--- config.mk ---
export PLATFORM = sky130hd
export DESIGN_NAME = world_map_arbiter
export DESIGN_NICKNAME = d
export VERILOG_FILES = /design/src/rtl/world_map_arbiter_pkg.sv /design/src/rtl/world_map_arbiter_tag_pipe.sv /design/src/rtl/world_map_arbiter.sv
export SDC_FILE = /design/constraint.sdc
export NUM_CORES = 1
export LEC_CHECK = 0
export ABC_AREA = 1
export ABC_CLOCK_PERIOD_IN_PS = 2009
export CAP_MARGIN = 40
export CORE_UTILIZATION = 47
export DETAILED_ROUTE_END_ITERATION = 16
export GPL_TIMING_DRIVEN = 0
export PLACE_DENSITY = 0.82
export SETUP_SLACK_MARGIN = 0.05
export SKIP_LAST_GASP = 1
export SYNTH_ARGS = -nofsm -noshare
export SYNTH_HDL_FRONTEND = slang
export SYNTH_HIERARCHICAL = 1
export SYNTH_SLANG_ARGS = --single-unit
--- constraint.sdc ---
create_clock -name clk -period 2.01 [get_ports clk]
set_clock_uncertainty 0.05 [all_clocks]
set_input_delay 0.402 -clock clk [delete_from_list [all_inputs] [get_ports clk]]
set_output_delay 0.402 -clock clk [all_outputs]
set_load 0.01 [all_outputs]
--- src/rtl/world_map_arbiter_pkg.sv ---
// Shared types and constants for the world-map read arbiter: tag owners,
// bot handshake states and the map pixel codes.
package world_map_arbiter_pkg;

    typedef enum logic {
        OWN_DISP = 1'b0,
        OWN_BOT  = 1'b1
    } owner_e;

    typedef struct packed {
        logic   valid;
        owner_e owner;
    } tag_t;

    typedef enum logic [1:0] {
        ST_IDLE = 2'd0,
        ST_PEND = 2'd1,
        ST_ACK  = 2'd2
    } bot_state_e;

    localparam logic [1:0] PIX_BG   = 2'b00;
    localparam logic [1:0] PIX_LINE = 2'b01;
    localparam logic [1:0] PIX_OBST = 2'b10;
    localparam logic [1:0] PIX_RSVD = 2'b11;

endpackage

--- src/rtl/world_map_arbiter_tag_pipe.sv ---
// Two-stage {valid, owner} shift register that tracks which requester owns
// each read in flight through the synchronous map memory.
module map_rd_tag_pipe
    import world_map_arbiter_pkg::*;
(
    input  logic clk,
    input  logic reset,
    input  tag_t tag_in,
    output tag_t stage1,
    output tag_t stage2
);

    tag_t stage1_d, stage1_q;
    tag_t stage2_d, stage2_q;

    always_comb begin
        stage1_d = tag_in;
        stage2_d = stage1_q;
    end

    // NOTE: state registers use non-blocking assignments so every flop samples
    // the pre-edge value of its neighbour; blocking here would collapse the
    // two stages into one.
    always_ff @(posedge clk or posedge reset) begin
        if (reset) begin
            stage1_q <= '0;
            stage2_q <= '0;
        end else begin
            stage1_q <= stage1_d;
            stage2_q <= stage2_d;
        end
    end

    assign stage1 = stage1_q;
    assign stage2 = stage2_q;

endmodule

--- src/rtl/world_map_arbiter.sv ---
// Shares the single-port world-map memory between the display fetch path
// (strict priority, fixed 3-cycle latency) and the bot req/ack lookup.
module world_map_arbiter
    import world_map_arbiter_pkg::*;
#(
    parameter int ADDR_W       = 14,
    parameter int PIX_W        = 2,
    parameter int STARVE_LIMIT = 1024
) (
    input  logic              clk,
    input  logic              reset,
    input  logic              disp_req,
    input  logic [ADDR_W-1:0] disp_addr,
    output logic              disp_valid,
    output logic [PIX_W-1:0]  disp_pixel,
    input  logic              bot_req,
    input  logic [ADDR_W-1:0] bot_addr,
    output logic              bot_ack,
    output logic [PIX_W-1:0]  bot_data,
    output logic              bot_starve,
    output logic [ADDR_W-1:0] mem_addr,
    input  logic [PIX_W-1:0]  mem_data
);

    localparam int                CNT_W = $clog2(STARVE_LIMIT + 1);
    localparam logic [CNT_W-1:0]  LIMIT = CNT_W'(STARVE_LIMIT);

    bot_state_e        state_d, state_q;
    logic [ADDR_W-1:0] mem_addr_d, mem_addr_q;
    logic              disp_valid_d, disp_valid_q;
    logic [PIX_W-1:0]  disp_pixel_d, disp_pixel_q;
    logic              bot_ack_d, bot_ack_q;
    logic [PIX_W-1:0]  bot_data_d, bot_data_q;
    logic [CNT_W-1:0]  cnt_d, cnt_q;
    logic              starve_d, starve_q;

    logic bot_issue;
    tag_t tag_in, tag_s1, tag_s2;

    map_rd_tag_pipe u_tag_pipe (
        .clk    (clk),
        .reset  (reset),
        .tag_in (tag_in),
        .stage1 (tag_s1),
        .stage2 (tag_s2)
    );

    // NOTE: every signal written here gets a default first, so no path through
    // the block can leave one unassigned and infer a latch.
    always_comb begin
        bot_issue  = !disp_req && bot_req && (state_q == ST_IDLE);
        mem_addr_d = mem_addr_q;
        tag_in     = '0;
        state_d    = state_q;
        cnt_d      = cnt_q;

        if (disp_req) begin
            mem_addr_d = disp_addr;
            tag_in     = '{valid: 1'b1, owner: OWN_DISP};
        end else if (bot_issue) begin
            mem_addr_d = bot_addr;
            tag_in     = '{valid: 1'b1, owner: OWN_BOT};
        end

        case (state_q)
            ST_IDLE: if (bot_issue) state_d = ST_PEND;
            ST_PEND: if (tag_s2.valid && tag_s2.owner == OWN_BOT) state_d = ST_ACK;
            ST_ACK:  state_d = ST_IDLE;
            default: state_d = ST_IDLE;
        endcase

        // Stage 2 lines up with mem_data, so it alone steers the result.
        disp_valid_d = tag_s2.valid && (tag_s2.owner == OWN_DISP);
        disp_pixel_d = disp_valid_d ? mem_data : disp_pixel_q;
        bot_ack_d    = tag_s2.valid && (tag_s2.owner == OWN_BOT);
        bot_data_d   = bot_ack_d ? mem_data : bot_data_q;

        if (bot_issue) begin
            cnt_d = '0;
        end else if (bot_req && (state_q == ST_IDLE) && (cnt_q != LIMIT)) begin
            cnt_d = cnt_q + CNT_W'(1);
        end
        starve_d = starve_q || (cnt_d == LIMIT);
    end

    always_ff @(posedge clk or posedge reset) begin
        if (reset) begin
            state_q      <= ST_IDLE;
            mem_addr_q   <= '0;
            disp_valid_q <= 1'b0;
            disp_pixel_q <= '0;
            bot_ack_q    <= 1'b0;
            bot_data_q   <= '0;
            cnt_q        <= '0;
            starve_q     <= 1'b0;
        end else begin
            state_q      <= state_d;
            mem_addr_q   <= mem_addr_d;
            disp_valid_q <= disp_valid_d;
            disp_pixel_q <= disp_pixel_d;
            bot_ack_q    <= bot_ack_d;
            bot_data_q   <= bot_data_d;
            cnt_q        <= cnt_d;
            starve_q     <= starve_d;
        end
    end

    assign mem_addr   = mem_addr_q;
    assign disp_valid = disp_valid_q;
    assign disp_pixel = disp_pixel_q;
    assign bot_ack    = bot_ack_q;
    assign bot_data   = bot_data_q;
    assign bot_starve = starve_q;

endmodule

After elaboration in Yosys (flattened, before gate mapping)
Cells that the tools add are included.

storage, ports and cells
  memories kept = 0
  bits in registers = 38
  word-level logic and storage cells = 39
  bits in latches = 0
  memory bits (writable) = 0
  input port bits = 34
  ROM bits = 0
  output and inout bits = 21

cells by class
  shifts and indexed selects = 0
  $lt $le $gt $ge = 0
  equal/unequal tests = 5
  multiplexer cells = 9
  add/sub/neg operators = 1
  $mul = 0
  reduce and logical (&&, ||, !) cells = 11
  bitwise operators = 1
  divide/modulo/power cells = 0

operator list
  kind                   count
  $mux 14                2
  $mux 11                2
  $add 11x1->11 const B  1
  $eq 11x11->1 const B   1
  $ne 11x11->1 const B   1
  $mux 2                 4
  $logic_and 1x1->1      6
  $ne 2x2->1 const B     2
  $pmux 2 s2             1
  $eq 2x1->1 const B     1
  $logic_not 2->1        1
  $reduce_and 2->1       1
  $reduce_bool 2->1      1
  $logic_not 1->1        1
  $logic_or 1x1->1       1
  $not 1->1              1

Depth between registers and ports, before layout
  depth after elaboration = 7
  gate-level depth with buffers = 13
  depth with buffers taken out = 13

By module
The synthesis kept the hierarchy.

by module, submodules not included
  module             instances  seq. area each (µm²)  cells an instance  area each (µm²)
  world_map_arbiter  1          850.8                 219                1829.3
  map_rd_tag_pipe    1          100.1                 5                  103.8

Least setup slack after synthesis
Ideal clock, no wire load.

  kind = flip-flop to flip-flop
  start = register cnt_q[0]
  end = register starve_q, in the netlist bot_starve
  period minus slack after synthesis = 1490 ps
  cell stages (with the launch flop) = 14
  required time = 1843 ps
  arrival time = 1323 ps
  setup time = 117 ps
  path slack = 520 ps
  buffers on the path = 0
  cells stage by stage = dfrtp_1 -> inv_1 -> ha_1 -> inv_1 -> nor2_1 -> nand3_1 -> o21bai_1 -> nand2_1 -> nand2_1 -> nand2_1 -> nand2_1 -> nor2_2 -> nand3_1 -> nand2_1

on the way
  longest elaborated chain between the ends = 6
  elaborated cells between the ends (all ways) = 7
  classes of those cells = add/sub: 1; eq/ne: 2; mux: 2; reduce/logical: 2

ends and longest elaborated chain
  element                                                                RTL line                  RTL
  start: declaration                                                     world_map_arbiter.sv:34   logic [CNT_W-1:0] cnt_d, cnt_q;
  start signal: assignment                                               world_map_arbiter.sv:103  cnt_q <= cnt_d;
  parallel branches: the longest is 2 deep, another holds $add 11x1->11  n/a
  $mux 11 *                                                              world_map_arbiter.sv:80   end else if (bot_req && (state_q == ST_IDLE) && (cnt_q != LIMIT)) begin
  $mux 11 *                                                              world_map_arbiter.sv:78   if (bot_issue) begin
  $eq 11x11->1 *                                                         world_map_arbiter.sv:83   starve_d = starve_q || (cnt_d == LIMIT);
  $logic_or 1x1->1 *                                                     world_map_arbiter.sv:83
  via starve_d                                                           world_map_arbiter.sv:35   logic starve_d, starve_q;
  end signal: assignment                                                 world_map_arbiter.sv:104  starve_q <= starve_d;
  end: declaration                                                       world_map_arbiter.sv:35

Mark *: on every way through the listed nets, which the timed path passes.
A chain may end at the register's enable or synchronous reset.

Final worst setup path
Same ends and word-level chain as after synthesis.

==> out/metrics.cfg <==
[yosys]
netlist_area_mm2 = 0.001933
async_flop_share_pct = 100.0
postSynthAreaPerCell_um2 = 8.630
yosys_warnings = 6
synth_flop_cell = dfrtp_1
syn_nets = 260
ys_ff_latch = 38
yosysSeqAreaShare_pct = 49.19
synthDistinctLibCells = 24
syn_inst = 224
synth_edf_count = 0

[run_status]
status = finished clean

[detailed_routing]
drt_wl_total_um = 4106
drt_iter0_markers = 107
wl_per_cell_um = 12.29
drc = 0
detail-route-antenna-nets = 0
dr.pass1.iters = 4
viasPerCell = 4.901
dr_total_vias = 1637

[sta]
rsz0062_at_grt = false
finalSetupViolations = 0
timing.slew.headroom_pct = 59.30
hold_viol = 0
final_max_slew_viol_count = 0
fin_crit_ps = 1752
setup_ws_ps = 258.0
worstMarginPinSlew_ps = 609.8
period_share_pct = 87.17
fmaxAchievable_mhz = 570.8

[clocking]
clock_path_buffers = 2
cts_tree = yes
cts_hold_buffers = 0
clk_pin_slew_worst_paths_ps = 80
htreeDepth = 2
worst_skew_pair.late_latency_ps = 290
post-cts-setup-buffers = 0
cts-root-buf = clkbuf_8
ctsResizeCount = 0
cts_made_buffers = 5
cts.sinks = 38

[global_routing]
grt_pass1_vias = 1626
grt_pass1_wl_um = 6962
grt_max_degree = 22
overflow = 0
groute.usage.overall_pct = 21.53
antenna_found_initial = 0

[cells_and_area]
num_antenna_cells = 0
fin_nets = 321
area_growth_pct = 39.29
layout_commonest_cell = clkdlybuf4s50_1
fin_cells = 334
fillerInstances = 301
drive_gt1_share_pct = 11.89
mostFrequentLayoutCells = clkdlybuf4s50_1 (53), nand2_1 (41), dfrtp_1 (38), inv_1 (36), nor2_1 (27)
post-route-util_pct = 70.88
seqCellArea_um2 = 950.9
fin_area_mm2 = 0.002693
multi_input_area_um2 = 794.5

[floorplan]
die_area_mm2 = 0.004373
ios = 55
die_y_um = 66.13
num_rows = 22
die_x_um = 66.13
initial_core_util_pct = 50.89
core_mm2 = 0.003799

[setup_path]
critPathLaunch = cnt_q[0]
r2r_cells = 12
regToRegSetupSlack_ps = 260
crit_slowest_cell = dfrtp_1
critPathLaunchType = register
crit_fanout = 4
worstSetupEndpoint = bot_starve
r2r_start = cnt_q[0]
slowest_delay_ps = 420
reg2reg_to = bot_starve
worstPathArrival_ps = 1940
worstSetupPathType = reg -> reg
path_cells = inv_1 > ha_1 > inv_1 > nor2_1 > nand3_1 > o21bai_2 > nand2_1 > nand3_1 > nand2_1 > nor2_2 > nand3_1 > nand2_1
cp.required_ps = 2200
end_kind = register

[pwr]
p_per_area_mw_per_mm2 = 685.1
power.leakage_nw = 1.355
peakVddDrop_mv = 0.4253
total_power_mw = 1.845

[min_path]
min_path_type = in -> async

[place]
gp_congestion = 0.7909
portBuffers = 53
place_area_mm2 = 0.002551
place_inst = 326
dp_hpwl_um = 3069
place_ws_ps = 52.04

[run]
max_cap_violations = 0

## area by class of cell
class	instances	share of cell area (%)
clock inverters	3	2.556
well taps	48	2.230
plain buffers	6	1.673
repair buffers	54	20.72
flip-flops and latches	38	35.32
multi-input cells	141	29.51
inverters	39	5.437
clock buffers	5	2.556
## worst max-delay path: cells and delay by family, from the launching register on
family                   cells  cell delay (ps)
flip-flops                   1              420
adder cells (fa/ha/maj)      1              170
AND/OR/NAND/NOR              8              730
AO/OA/AOI/OAI                1              170
buffers and inverters        2              140
## how the worst min path moves through the flow
| stage | startpoint | endpoint | slack (ps) |
|---|---|---|---|
| floorplan | reset | u_tag_pipe/stage1[0] | 120 |
| global placement | u_tag_pipe/stage1[1] | u_tag_pipe/stage2[1] | 280 |
| detailed placement | u_tag_pipe/stage1[0] | u_tag_pipe/stage2[0] | 290 |
| CTS | reset | u_tag_pipe/stage1[1] | 280 |
| global route | reset | u_tag_pipe/stage1[1] | 290 |
| finish | reset | u_tag_pipe/stage1[1] | 280 |
## per-stage QoR
step / TNS [ps] / hold WS (ps)
floorplan: 0 / 118.1
global placement: -210.4 / 282.9
detailed placement: 0 / 286.4
CTS: 0 / 276.8
global route: 0 / 293.0
finish: 0 / 276.9
## state kept, by name, summed over array words and instances (netlist names)
register,flops
bot_data,2
disp_valid,1
bot_starve,1
u_tag_pipe/stage2,2
cnt_q,11
disp_pixel,2
u_tag_pipe/stage1,2
state_q,2
mem_addr,14
bot_ack,1
## per-layer routing
| layer | part of all wire, % | track usage [%] |
|---|---|---|
| met5 | 0 | 0 |
| met4 | 2.1 | 8.777 |
| met3 | 7.4 | 8.103 |
| met2 | 49 | 35.20 |
| met1 | 42 | 25.30 |
## logic make-up after synthesis
logic type,after synthesis,share of synthesized area (%)
and+or+nand+nor,101,25.63
buffers and inverters,45,9.903
DFF,38,49.19
AOI/OAI and AO/OA,22,5.825
muxes,14,7.249
xor gates and xnor gates,2,0.9063
adders and majority gates,2,1.294
## synthesized netlist by cell type, types with 2 or more instances
master	n	area, µm²
nand2_1	41	153.9
dfrtp_1	38	950.9
inv_1	36	135.1
nor2_1	27	101.4
a21oi_1	14	70.07
mux2i_1	14	140.1
nand3_1	13	65.06
nand3_2	5	50.05
nor2_4	5	56.30
o21ai_0	5	25.02
buf_2	3	15.01
inv_2	3	11.26
nand4_1	3	18.77
buf_6	2	22.52
ha_1	2	25.02
nand2_2	2	12.51
nor2_2	2	12.51
o21ai_1	2	10.01
xor2_1	2	17.52
## power breakdown
part / internal (mW) / switching (mW)
Sequential: 0.800 / 0.0199
Clock: 0.497 / 0.279
Combinational: 0.151 / 0.0977
Power figures use the tool's default switching activity.
